--- config.mk ---
export PLATFORM = sky130hd
export DESIGN_NAME = uart_rx_ctrl
export DESIGN_NICKNAME = d
export VERILOG_FILES = /design/src/rtl/uart_rx_ctrl.sv
export SDC_FILE = /design/constraint.sdc
export NUM_CORES = 1
export LEC_CHECK = 0
export CORE_MARGIN = 2
export CORE_UTILIZATION = 30
export DETAILED_ROUTE_END_ITERATION = 12
export PLACE_DENSITY_LB_ADDON = 0.1
export SLEW_MARGIN = 20
export SYNTH_ARGS = -nofsm -noshare
export SYNTH_HDL_FRONTEND = slang
export SYNTH_SLANG_ARGS = --single-unit
--- constraint.sdc ---
create_clock -name CLK -period 5.8 [get_ports CLK]
set_input_delay 1.16 -clock CLK [delete_from_list [all_inputs] [get_ports CLK]]
set_output_delay 1.16 -clock CLK [all_outputs]
set_load 0.005 [all_outputs]
--- src/rtl/uart_rx_ctrl.sv ---
// UART receive controller: start detection, oversampled majority-vote bit sampling,
// deserializer steering, parity/stop checking and one-cycle frame status pulses.
module uart_rx_ctrl #(
  parameter int DATA_BITS = 8
) (
  input  logic       CLK,
  input  logic       RST,
  input  logic       RX_IN,
  input  logic [5:0] prescale,
  input  logic       PAR_EN,
  input  logic       PAR_TYP,
  output logic       deser_en,
  output logic [5:0] edge_cnt,
  output logic       sampled_bit,
  output logic       data_valid,
  output logic       par_err,
  output logic       stp_err,
  output logic       busy
);

  localparam int CNT_W = $clog2(DATA_BITS + 1);
  localparam logic [CNT_W-1:0] LAST_BIT = CNT_W'(DATA_BITS - 1);

  typedef enum logic [2:0] {
    S_IDLE   = 3'd0,
    S_START  = 3'd1,
    S_DATA   = 3'd2,
    S_PARITY = 3'd3,
    S_STOP   = 3'd4
  } state_t;

  state_t           state_q, state_d;
  logic [5:0]       edge_q, edge_d;
  logic [5:0]       presc_q, presc_d;
  logic             par_en_q, par_en_d;
  logic             par_typ_q, par_typ_d;
  logic             s0_q, s0_d;
  logic             s1_q, s1_d;
  logic             smp_q, smp_d;
  logic [CNT_W-1:0] bit_cnt_q, bit_cnt_d;
  logic             par_q, par_d;
  logic             mism_q, mism_d;
  logic             dv_q, dv_d;
  logic             pe_q, pe_d;
  logic             se_q, se_d;

  logic             end_bit_s;
  logic [5:0]       half_s;

  function automatic logic maj3(input logic a, input logic b, input logic c);
    return (a & b) | (a & c) | (b & c);
  endfunction

  function automatic logic parity_expected(input logic running, input logic odd);
    return running ^ odd;
  endfunction

  assign half_s    = {1'b0, presc_q[5:1]};
  assign end_bit_s = (edge_q == (presc_q - 6'd1));

  // Next-state logic: edge counter, mid-bit sampling and frame sequencing
  always_comb begin
    state_d   = state_q;
    edge_d    = edge_q;
    presc_d   = presc_q;
    par_en_d  = par_en_q;
    par_typ_d = par_typ_q;
    s0_d      = s0_q;
    s1_d      = s1_q;
    smp_d     = smp_q;
    bit_cnt_d = bit_cnt_q;
    par_d     = par_q;
    mism_d    = mism_q;
    dv_d      = 1'b0;
    pe_d      = 1'b0;
    se_d      = 1'b0;

    if (state_q == S_IDLE) begin
      edge_d = 6'd0;
    end else if (end_bit_s) begin
      edge_d = 6'd0;
    end else begin
      edge_d = edge_q + 6'd1;
    end

    // Three samples centred on mid-bit; the vote lands one edge after the centre
    if (state_q == S_IDLE) begin
      smp_d = smp_q;
    end else if (edge_q == (half_s - 6'd1)) begin
      s0_d = RX_IN;
    end else if (edge_q == half_s) begin
      s1_d = RX_IN;
    end else if (edge_q == (half_s + 6'd1)) begin
      smp_d = maj3(s0_q, s1_q, RX_IN);
    end else begin
      smp_d = smp_q;
    end

    case (state_q)
      S_IDLE: begin
        if (!RX_IN) begin
          state_d   = S_START;
          edge_d    = 6'd1;
          presc_d   = prescale;
          par_en_d  = PAR_EN;
          par_typ_d = PAR_TYP;
        end else begin
          state_d = S_IDLE;
        end
      end
      S_START: begin
        if (end_bit_s) begin
          if (!smp_q) begin
            state_d   = S_DATA;
            bit_cnt_d = '0;
            par_d     = 1'b0;
            mism_d    = 1'b0;
          end else begin
            state_d = S_IDLE;
          end
        end else begin
          state_d = S_START;
        end
      end
      S_DATA: begin
        if (end_bit_s) begin
          par_d     = par_q ^ smp_q;
          bit_cnt_d = bit_cnt_q + 1'b1;
          if (bit_cnt_q == LAST_BIT) begin
            state_d = par_en_q ? S_PARITY : S_STOP;
          end else begin
            state_d = S_DATA;
          end
        end else begin
          state_d = S_DATA;
        end
      end
      S_PARITY: begin
        if (end_bit_s) begin
          mism_d  = (smp_q != parity_expected(par_q, par_typ_q));
          state_d = S_STOP;
        end else begin
          state_d = S_PARITY;
        end
      end
      S_STOP: begin
        if (end_bit_s) begin
          state_d = S_IDLE;
          se_d    = ~smp_q;
          pe_d    = mism_q;
          dv_d    = smp_q & ~mism_q;
        end else begin
          state_d = S_STOP;
        end
      end
      default: begin
        state_d = S_IDLE;
        edge_d  = 6'd0;
      end
    endcase
  end

  // State and datapath registers with asynchronous active-low reset
  always_ff @(posedge CLK or negedge RST) begin
    if (!RST) begin
      state_q   <= S_IDLE;
      edge_q    <= 6'd0;
      presc_q   <= 6'd8;
      par_en_q  <= 1'b0;
      par_typ_q <= 1'b0;
      s0_q      <= 1'b1;
      s1_q      <= 1'b1;
      smp_q     <= 1'b1;
      bit_cnt_q <= '0;
      par_q     <= 1'b0;
      mism_q    <= 1'b0;
      dv_q      <= 1'b0;
      pe_q      <= 1'b0;
      se_q      <= 1'b0;
    end else begin
      state_q   <= state_d;
      edge_q    <= edge_d;
      presc_q   <= presc_d;
      par_en_q  <= par_en_d;
      par_typ_q <= par_typ_d;
      s0_q      <= s0_d;
      s1_q      <= s1_d;
      smp_q     <= smp_d;
      bit_cnt_q <= bit_cnt_d;
      par_q     <= par_d;
      mism_q    <= mism_d;
      dv_q      <= dv_d;
      pe_q      <= pe_d;
      se_q      <= se_d;
    end
  end

  assign deser_en    = (state_q == S_DATA);
  assign busy        = (state_q != S_IDLE);
  assign edge_cnt    = edge_q;
  assign sampled_bit = smp_q;
  assign data_valid  = dv_q;
  assign par_err     = pe_q;
  assign stp_err     = se_q;

endmodule

==> metrics.yaml <==
min_path_type: "reg2reg"
syn_inst: 201
critPathKind: "reg2out"
critPathMaxFanout: 8
place_inst: 286
pin_count: 23
worstMarginPinSlew_ns: 0.952
globalplace.congestion: 0.821
ctsResizeCount: 0
synthMostInstantiatedCell: "dfrtp_1"
yosysUniqueCellTypes: 51
die_h_um: 83.7
core.rowCount: 29
clock_sinks: 29
grt_pass1_wl_um: 7380
core_area_um2: 6240
power.density_nw_per_um2: 526
cts_tree: "yes"
crit_family: "buffers and inverters"
vias: 1543
routed_wl_um: 4480
rr_endpoint: "bit_cnt_q[1]"
syn_nets: 218
hpwl_um: 3270
fill_cells: 656
grt_pass1_vias: 1520
status: "complete, no violations"
clk_latency_ns: 0.28
synth_edf_count: 0
grt_remaining_overflow: 0
wl_per_cell_um: 15.2
initial_utilization_pct: 30.5
seq_area_um2: 731
startpoint_type: "register"
worstHoldStart: "mism_q"
final_cell_area_um2: 2240
synth_area_leaders: "dfrtp_1 33%, xnor2_1 6.4%, dfstp_2 5.5%"
multi_input_area_um2: 1060
r2r-start: "presc_q[1]"
async_reset_ff_share_pct: 100
slowest_delay_ns: 0.60
synthFlopType: "dfrtp_1"
antenna_cells: 0
finalHoldViolCount: 0
fin_setup_tns_ns: 0
fmax_mhz: 332
rsz0062_at_grt: "no"
drtIter0Drc: 46
period_share_pct: 51.9
crit_arrival_ns: 1.85
timing.reg2reg.setup_slack_ns: 3.11
path_cells: "nor3b_2, clkdlybuf4s50_1"
fp.dieW_um: 83.7
clkTransAtPathRegs_ns: 0.06
worst_r2r_path_depth: 7
dieArea_um2: 7010
maxCapViolations: 0
hold_ws_ns: 0.441
grt_use_total_pct: 13.1
postCtsSetupBuffers: 0
final_nets: 233
area_growth_pct: 17.5
setup_violations: 0
root_buffer: "clkbuf_8"
ant_nets: 0
avgSynthCellArea_um2: 9.48
synth_top_area_cell: "dfrtp_1"
io_buffers: 22
via_per_inst: 5.25
slew-limit-headroom_pct: 36.5
synthesis.area_um2: 1910
crit_required_ns: 4.64
clockBufferDepth: 2
hold_buffers: 0
dpl-instance-area_um2: 2140
crit_path_start: "state_q[2]"
clock_skew_ns: 0.00852
ys_ff_latch: 29
final.min_clock_period_ns: 3.01
end_kind: "primary output"
drc: 0
grt_start_max_net_pins: 30
path_buf_inv: 1
synth.top_cell.area_share_pct: 32.8
antenna_found_initial: 0
synthTopCellsByCount: "25 x dfrtp_1, 14 x nor2_1, 14 x xnor2_1, 13 x nand2_1, 10 x o21ai_0"
dr.pass1.iters: 5
hold_end: "data_valid"
hold_depth: 1
yosysSeqAreaShare_pct: 38.3
yosysWarnings: 0
irDropWorstVdd_mv: 0.190
stdcell_count: 294
numCtsBuffers: 5
slew_viol_final: 0
slowest_stage: "clkdlybuf4s50_1"
drive_gt1_share_pct: 11.5
p_leak_nw: 0.874
h-tree-depth: 2
[state kept, by name (all words and copies together), names as in the netlist]
name         flops
par_typ_q        1
s1_q             1
par_en_q         1
par_err          1
presc_q          6
stp_err          1
state_q          3
sampled_bit      1
edge_cnt         6
mism_q           1
par_q            1
s0_q             1
data_valid       1
bit_cnt_q        4
[final cells by class]
cell class | count | share of cell area [%]
Clock buffer | 7 | 4.30
Clock inverter | 1 | 0.223
Inverter | 7 | 1.17
Multi-Input combinational cell | 150 | 47.2
Sequential cell | 29 | 32.6
Tap cell | 77 | 4.30
Timing Repair Buffer | 23 | 10.2
[how the worst max path moves through the flow]
| stage | endpoint | slack, ns | cells past startpoint |
|---|---|---|---|
| after CTS | deser_en | 2.79 | 2 |
| after detailed placement | presc_q[5] | 2.87 | 3 |
| after global placement | par_typ_q | 2.91 | 3 |
| final | deser_en | 2.79 | 2 |
| after global routing | deser_en | 2.66 | 2 |
| after floorplan | state_q[2] | 3.67 | 9 |
[metal layers]
metal | vias to the layer above | routed length (um) | global-route usage, %
li1 | 746 | - | -
met1 | 759 | 2030 | 16.2
met2 | 33 | 2240 | 23.1
met3 | 5 | 148 | 2.37
met4 | 0 | 56 | 4.40
met5 | - | 0 | 0
[per-stage QoR]
step	setup WS [ns]	total power, mW	util [%]
after floorplan	3.67	0.864	-
after global placement	2.91	0.990	34.3
after detailed placement	2.87	1.01	34.3
after CTS	2.79	1.19	35.9
after global routing	2.66	1.28	35.9
final	2.79	1.18	35.9
[report_power, final]
group          switching [mW]  total, mW  internal, mW  leakage, nW
clock network          0.0745      0.181         0.107       0.0542
logic                   0.290      0.578         0.288        0.453
registers               0.137      0.419         0.282        0.367
total                   0.502       1.18         0.676        0.874
[cell usage in the layout (no fill, tap or decap), types with 3 or more instances in the layout]
| cell | netlist | layout |
|---|---|---|
| dfstp_2 | 4 | 4 |
| nand3_1 | 6 | 6 |
| clkbuf_8 | 0 | 7 |
| nor2_1 | 14 | 14 |
| ha_1 | 6 | 6 |
| nor2b_1 | 4 | 4 |
| a21oi_1 | 4 | 4 |
| a31oi_1 | 4 | 4 |
| nor3_1 | 8 | 8 |
| xnor2_1 | 14 | 14 |
| inv_1 | 7 | 7 |
| nand2_1 | 13 | 13 |
| o31ai_1 | 7 | 7 |
| nand2b_1 | 4 | 4 |
| mux2_2 | 7 | 7 |
| o21ai_0 | 10 | 10 |
| dfrtp_1 | 25 | 25 |
| clkdlybuf4s50_1 | 0 | 22 |
| and3_1 | 4 | 4 |
| xor2_1 | 5 | 5 |
| nor4bb_1 | 4 | 4 |
| nor3b_1 | 3 | 3 |
[cells by family (layout without fill, tap and decap cells)]
family                   count (synthesis)  in the layout  share of synthesized area [%]
AO/OA/AOI/OAI                           41             41                           15.2
XOR/XNOR                                19             19                           8.73
adder cells (fa/ha/maj)                  7              7                           4.46
buffers and inverters                   22             38                           6.17
flip-flops                              29             29                           38.3
multiplexers                             9              9                           5.19
AND/OR/NAND/NOR                         74             74                           21.9
(Power assumes the default switching activity.)
